$ cat src/rtl/ssp_reg_master.sv
// SSP host master: turns one parallel register request into a full SSP
// frame and returns read data as a single-cycle response.
module ssp_reg_master #(
   parameter int pDiv = 2,
   parameter int pGap = 2
) (
   input  logic        Clk,
   input  logic        Rst,
   input  logic        req_valid,
   output logic        req_ready,
   input  logic [2:0]  req_ra,
   input  logic        req_wnr,
   input  logic [11:0] req_wdat,
   output logic        rsp_valid,
   output logic [11:0] rsp_rdat,
   output logic        busy,
   output logic        SSP_SSEL,
   output logic        SSP_SCK,
   output logic [2:0]  SSP_RA,
   output logic        SSP_WnR,
   output logic        SSP_En,
   output logic        SSP_EOC,
   output logic [11:0] SSP_DI,
   input  logic [11:0] SSP_DO
);

   localparam int CMAX = (pDiv > pGap) ? pDiv : pGap;
   localparam int CW   = $clog2(CMAX + 1);
   localparam logic [CW-1:0] C_DIV = CW'(pDiv - 1);
   localparam logic [CW-1:0] C_GAP = CW'(pGap - 1);
   localparam logic [CW-1:0] C_ONE = CW'(1);

   typedef enum logic [2:0] {
      S_IDLE, S_SETUP, S_SHIFT, S_HOLD, S_GAP
   } t_state;

   t_state        r_state, w_nstate;
   logic [CW-1:0] r_cnt, w_ncnt;
   logic [3:0]    r_bcnt, w_nbcnt;
   logic          r_hi, w_nhi;
   logic          w_done, w_acc, w_cap;

   logic          r_ready, r_busy, r_ssel, r_sck;
   logic          r_en, r_eoc, r_rsp, r_wnr;
   logic [2:0]    r_ra;
   logic [11:0]   r_di, r_cap, r_rdat;

   logic          w_ready, w_busy, w_ssel, w_sck;
   logic          w_en, w_eoc, w_rsp;
   logic [11:0]   w_rdat;

   assign w_done = (r_cnt == '0);
   assign w_acc  = (r_state == S_IDLE) && req_valid;
   // Read data is sampled on the final clock of bit 0's high phase
   assign w_cap  = (r_state == S_SHIFT) && r_hi &&
                   (r_bcnt == 4'd0) && w_done;

   always_ff @(posedge Clk) begin
      if (Rst) begin
         r_state <= S_IDLE;
         r_cnt   <= '0;
         r_bcnt  <= '0;
         r_hi    <= 1'b0;
         r_ready <= 1'b1;
         r_busy  <= 1'b0;
         r_ssel  <= 1'b0;
         r_sck   <= 1'b0;
         r_en    <= 1'b0;
         r_eoc   <= 1'b0;
         r_rsp   <= 1'b0;
         r_rdat  <= '0;
         r_ra    <= '0;
         r_wnr   <= 1'b0;
         r_di    <= '0;
         r_cap   <= '0;
      end else begin
         r_state <= w_nstate;
         r_cnt   <= w_ncnt;
         r_bcnt  <= w_nbcnt;
         r_hi    <= w_nhi;
         r_ready <= w_ready;
         r_busy  <= w_busy;
         r_ssel  <= w_ssel;
         r_sck   <= w_sck;
         r_en    <= w_en;
         r_eoc   <= w_eoc;
         r_rsp   <= w_rsp;
         r_rdat  <= w_rdat;
         if (w_acc) begin
            r_ra  <= req_ra;
            r_wnr <= req_wnr;
            r_di  <= req_wdat;
         end
         if (w_cap)
            r_cap <= SSP_DO;
      end
   end

   always_comb begin
      w_nstate = r_state;
      w_ncnt   = r_cnt;
      w_nbcnt  = r_bcnt;
      w_nhi    = r_hi;
      unique case (r_state)
         S_IDLE: begin
            if (req_valid) begin
               w_nstate = S_SETUP;
               w_ncnt   = C_DIV;
            end
         end
         S_SETUP: begin
            if (w_done) begin
               w_nstate = S_SHIFT;
               w_ncnt   = C_DIV;
               w_nbcnt  = 4'd15;
               w_nhi    = 1'b0;
            end else
               w_ncnt = r_cnt - C_ONE;
         end
         S_SHIFT: begin
            if (!w_done)
               w_ncnt = r_cnt - C_ONE;
            else if (!r_hi) begin
               w_nhi  = 1'b1;
               w_ncnt = C_DIV;
            end else if (r_bcnt == 4'd0) begin
               w_nstate = S_HOLD;
               w_nhi    = 1'b0;
               w_ncnt   = C_DIV;
            end else begin
               w_nbcnt = r_bcnt - 4'd1;
               w_nhi   = 1'b0;
               w_ncnt  = C_DIV;
            end
         end
         S_HOLD: begin
            if (w_done) begin
               w_nstate = S_GAP;
               w_ncnt   = C_GAP;
            end else
               w_ncnt = r_cnt - C_ONE;
         end
         S_GAP: begin
            if (w_done)
               w_nstate = S_IDLE;
            else
               w_ncnt = r_cnt - C_ONE;
         end
         default: w_nstate = S_IDLE;
      endcase
   end

   // Outputs decoded from the next state so they come straight off flops
   always_comb begin
      w_ready = (w_nstate == S_IDLE);
      w_busy  = (w_nstate != S_IDLE);
      w_ssel  = (w_nstate == S_SETUP) ||
                (w_nstate == S_SHIFT) ||
                (w_nstate == S_HOLD);
      w_sck   = (w_nstate == S_SHIFT) && w_nhi;
      w_en    = (w_nstate == S_SHIFT) && (w_nbcnt <= 4'd11);
      w_eoc   = (w_nstate == S_SHIFT) && (w_nbcnt == 4'd0);
      w_rsp   = (r_state != S_GAP) && (w_nstate == S_GAP);
      w_rdat  = '0;
      if (w_rsp && !r_wnr)
         w_rdat = r_cap;
   end

   assign req_ready = r_ready;
   assign busy      = r_busy;
   assign rsp_valid = r_rsp;
   assign rsp_rdat  = r_rdat;
   assign SSP_SSEL  = r_ssel;
   assign SSP_SCK   = r_sck;
   assign SSP_RA    = r_ra;
   assign SSP_WnR   = r_wnr;
   assign SSP_En    = r_en;
   assign SSP_EOC   = r_eoc;
   assign SSP_DI    = r_di;

endmodule

$ cat config.mk
export PLATFORM = sky130hd
export DESIGN_NAME = ssp_reg_master
export DESIGN_NICKNAME = d
export VERILOG_FILES = /design/src/rtl/ssp_reg_master.sv
export SDC_FILE = /design/constraint.sdc
export NUM_CORES = 1
export LEC_CHECK = 0
export CAP_MARGIN = 15
export CORE_MARGIN = 3
export CORE_UTILIZATION = 46
export DETAILED_ROUTE_END_ITERATION = 6
export GPL_TIMING_DRIVEN = 0
export PLACE_DENSITY = 0.79
export SYNTH_ARGS = -nofsm -noshare
export SYNTH_HDL_FRONTEND = slang
export SYNTH_SLANG_ARGS = --single-unit
$ cat constraint.sdc
create_clock -name Clk -period 2.1 [get_ports Clk]
set_input_delay 0.42 -clock Clk [delete_from_list [all_inputs] [get_ports Clk]]
set_output_delay 0.42 -clock Clk [all_outputs]
set_load 0.02 [all_outputs]
==> flow_metrics.tcl <==
set metrics [dict create \
    setup_tns_ns 0 \
    synth_area_leaders "dfxtp_1 52%, nand2_1 6.0%, mux2i_1 6.0%" \
    cts_htree_levels 3 \
    final_antenna_net_count 0 \
    root_buffer "clkbuf_8" \
    synthMuxAreaShare_pct 5.967 \
    fp.coreArea_um2 4474 \
    synth_cells 230 \
    grt_pass1_wl_um 7866 \
    worst_hold_path.num_cells 1 \
    irDropWorstVdd_uv 508.8 \
    via_per_inst 5.066 \
    fin_ws_ns 0.2032 \
    cts_tree "yes" \
    slew_violations 0 \
    drc 0 \
    hpwlAfterDp_um 3505 \
    placed_area_um2 2897 \
    worst-r2r-cell-count 8 \
    synth-compound-area-share_pct 9.581 \
    antenna_cells 0 \
    cp-start-kind "register" \
    status "finished clean" \
    numPortBuffers 65 \
    yosysWarnings 0 \
    synth_top_family_by_area "simple AND/OR/NAND/NOR gates" \
    fmax_mhz 527.2 \
    post-place-ws_ns -0.02509 \
    grt_setup_unrepaired "false" \
    ios 66 \
    r2r_end "r_cap[2]" \
    setup_viol 0 \
    drt_iter0_drc 101 \
    yosysTopAreaCellShare_pct 52.32 \
    synth_xor_area_share_pct 1.606 \
    clk_pin_slew_ns 0.07 \
    fp.dieH_um 74.86 \
    power.density_nw_per_um2 860.3 \
    worst_pin_slew_ns 0.5091 \
    synthTopCellsByCount "57 x dfxtp_1, 35 x nand2_1, 23 x nor2_1" \
    skew_ns 0.007129 \
    vias 1844 \
    hp-class "reg -> reg" \
    grt_max_degree 12 \
    crit_arrival_ns 2.10 \
    r2r-start "r_cnt[0]" \
    die_x_um 74.86 \
    yosysSeqAreaShare_pct 52.32 \
    yosys.area_share.simple_pct 22.95 \
    final_area_um2 3109 \
    slew_headroom_pct 66.06 \
    ys_ff_latch 57 \
    gr-total-overflow 0 \
    reg2reg_slack_ns 0.20 \
    hold_violations 0 \
    dieArea_um2 5603 \
    clock_latency_ns 0.33 \
    routedWlPerCell_um 13.30 \
    antenna_found_initial 0 \
    yosysUniqueCellTypes 43 \
    initial_core_util_pct 48.74 \
    worstSetupPathType "reg -> reg" \
    grt_usage_pct 19.00 \
    finalCritPeriodShare_pct 90.32 \
    synth_ff_type "dfxtp_1" \
    drv_cap 0 \
    wirelength_um 4840 \
    area_delta_synth_final_pct 42.57 \
    numCtsBuffers 9 \
    synth-edff-count 0 \
    fin_crit_ns 1.897 \
    crit_path_end_kind "register" \
    yosysMostFrequentCell "dfxtp_1" \
    synthAdderAreaFrac_pct 2.295 \
    gp_congestion 0.9013 \
    critPathMaxStageDelay_ns 0.40 \
    critical_path_required_ns 2.30 \
    cts_sinks 57 \
    async_reset_ff_share_pct 0 \
    syn_nets 265 \
    yosys.area.top_type "dfxtp_1" \
    crit_fanout 10 \
    netlist_area_um2 2181 \
    syn_area_per_cell_um2 9.482 \
    fin_nets 342 \
    slowest_stage "nor4b_4" \
    crit_chain "inv_1 > ha_1 > buf_4 > nand4b_4 > nor4b_4 > buf_6 > mux2i_1 > nor2_1" \
    holdPathEnd "rsp_rdat[5]" \
    rows 24 \
    drive_gt1_share_pct 11.54 \
    first_pass_iters 4 \
    grt_pass1_vias 1810 \
    min_from "r_cap[5]" \
    leakagePower_uw 0.001190 \
    postCtsHoldBufs 0 \
    clock_path_buffers 2 \
]
[cell families (layout without fill, tap and decap cells)]
logic type / count (synthesis) / in the layout
and+or+nand+nor: 95 / 95
DFF: 57 / 57
AOI/OAI and AO/OA: 35 / 35
buffers and inverters: 22 / 104
muxes: 13 / 13
adders and majority gates: 4 / 4
xor gates and xnor gates: 4 / 4
[power by group]
part | internal [µW] | total [µW] | switching (µW)
clock | 581 | 1030 | 451
sequential | 1140 | 1180 | 37.8
combinational | 220 | 466 | 246
[sequential cells by signal (all words and copies together) (netlist names), 2 cells and up]
register and cells:
r_cnt 2, rsp_rdat 12, r_bcnt 4, SSP_RA 3
r_state 3, SSP_DI 12, r_cap 12
[area by class of cell]
| class | instances | area (µm²) |
|---|---|---|
| buffer | 14 | 85.08 |
| clock buffer | 10 | 137.6 |
| clock inverter | 6 | 67.56 |
| fill | 364 | 1365 |
| inverter | 8 | 30.03 |
| multi-input combinational | 151 | 924.6 |
| sequential | 57 | 1141 |
| tap | 52 | 65.06 |
| timing repair buffer | 66 | 658.1 |
[per-stage QoR]
step                      instances  power, µW  util [%]  hold slack (ns)
final                           364       2675     69.49           0.4527
after global routing            364       2806     69.49           0.4672
after CTS                       363       2704     69.32           0.4551
after detailed placement        347       1665     64.74           0.4404
after global placement          347       1656     64.74           0.4333
after floorplan                 230       1479         -           0.4291
[layer usage]
metal | GRT usage, % | share of wire, % | vias up
li1 | - | - | 921
met1 | 20.26 | 40 | 848
met4 | 9.486 | 1.5 | 0
met3 | 9.880 | 10 | 7
met5 | 0 | 0 | -
met2 | 30.75 | 48 | 68
[worst max-delay path by stage]
stage	cells after the start	startpoint	end	slack [ns]
floorplan	8	r_cnt[0]	r_cap[2]	0.36
global placement	4	Rst	r_cap[0]	-0.04
detailed placement	4	Rst	r_cap[0]	-0.03
CTS	8	r_cnt[0]	r_cap[2]	0.03
global route	8	r_cnt[0]	r_cap[2]	0.11
finish	8	r_cnt[0]	r_cap[2]	0.20
[timing repair]
action,in CTS,in global routing
setup endpoints to repair,0,10
setup buffers,0,1
gates resized for setup,0,0
[cell usage in the layout, fill, tap and decap left out, drive strengths merged, types with 2 or more instances in the layout]
master	netlist	routed
nor2b	2	2
mux2i	13	13
xnor2	3	3
nand2	35	35
a21oi	21	21
clkinv	0	3
nor3	6	6
a31oi	3	3
nor4	2	2
nor4b	2	2
o21ai	4	4
nand3	4	4
ha	4	4
clkdlybuf4s50	0	65
nor2	24	24
and2	13	13
nand4b	2	2
a211oi	2	2
clkinvlp	0	2
dfxtp	57	57
inv	8	8
clkbuf	4	14
buf	10	11
[critical path: cells and delay by family (launching register included)]
kind,cells,cell delay (ns)
buffers and inverters,3,0.45
adders and majority gates,1,0.13
DFF,1,0.34
and+or+nand+nor,3,0.61
muxes,1,0.24
Note: power is estimated with default switching activity, not from simulation.
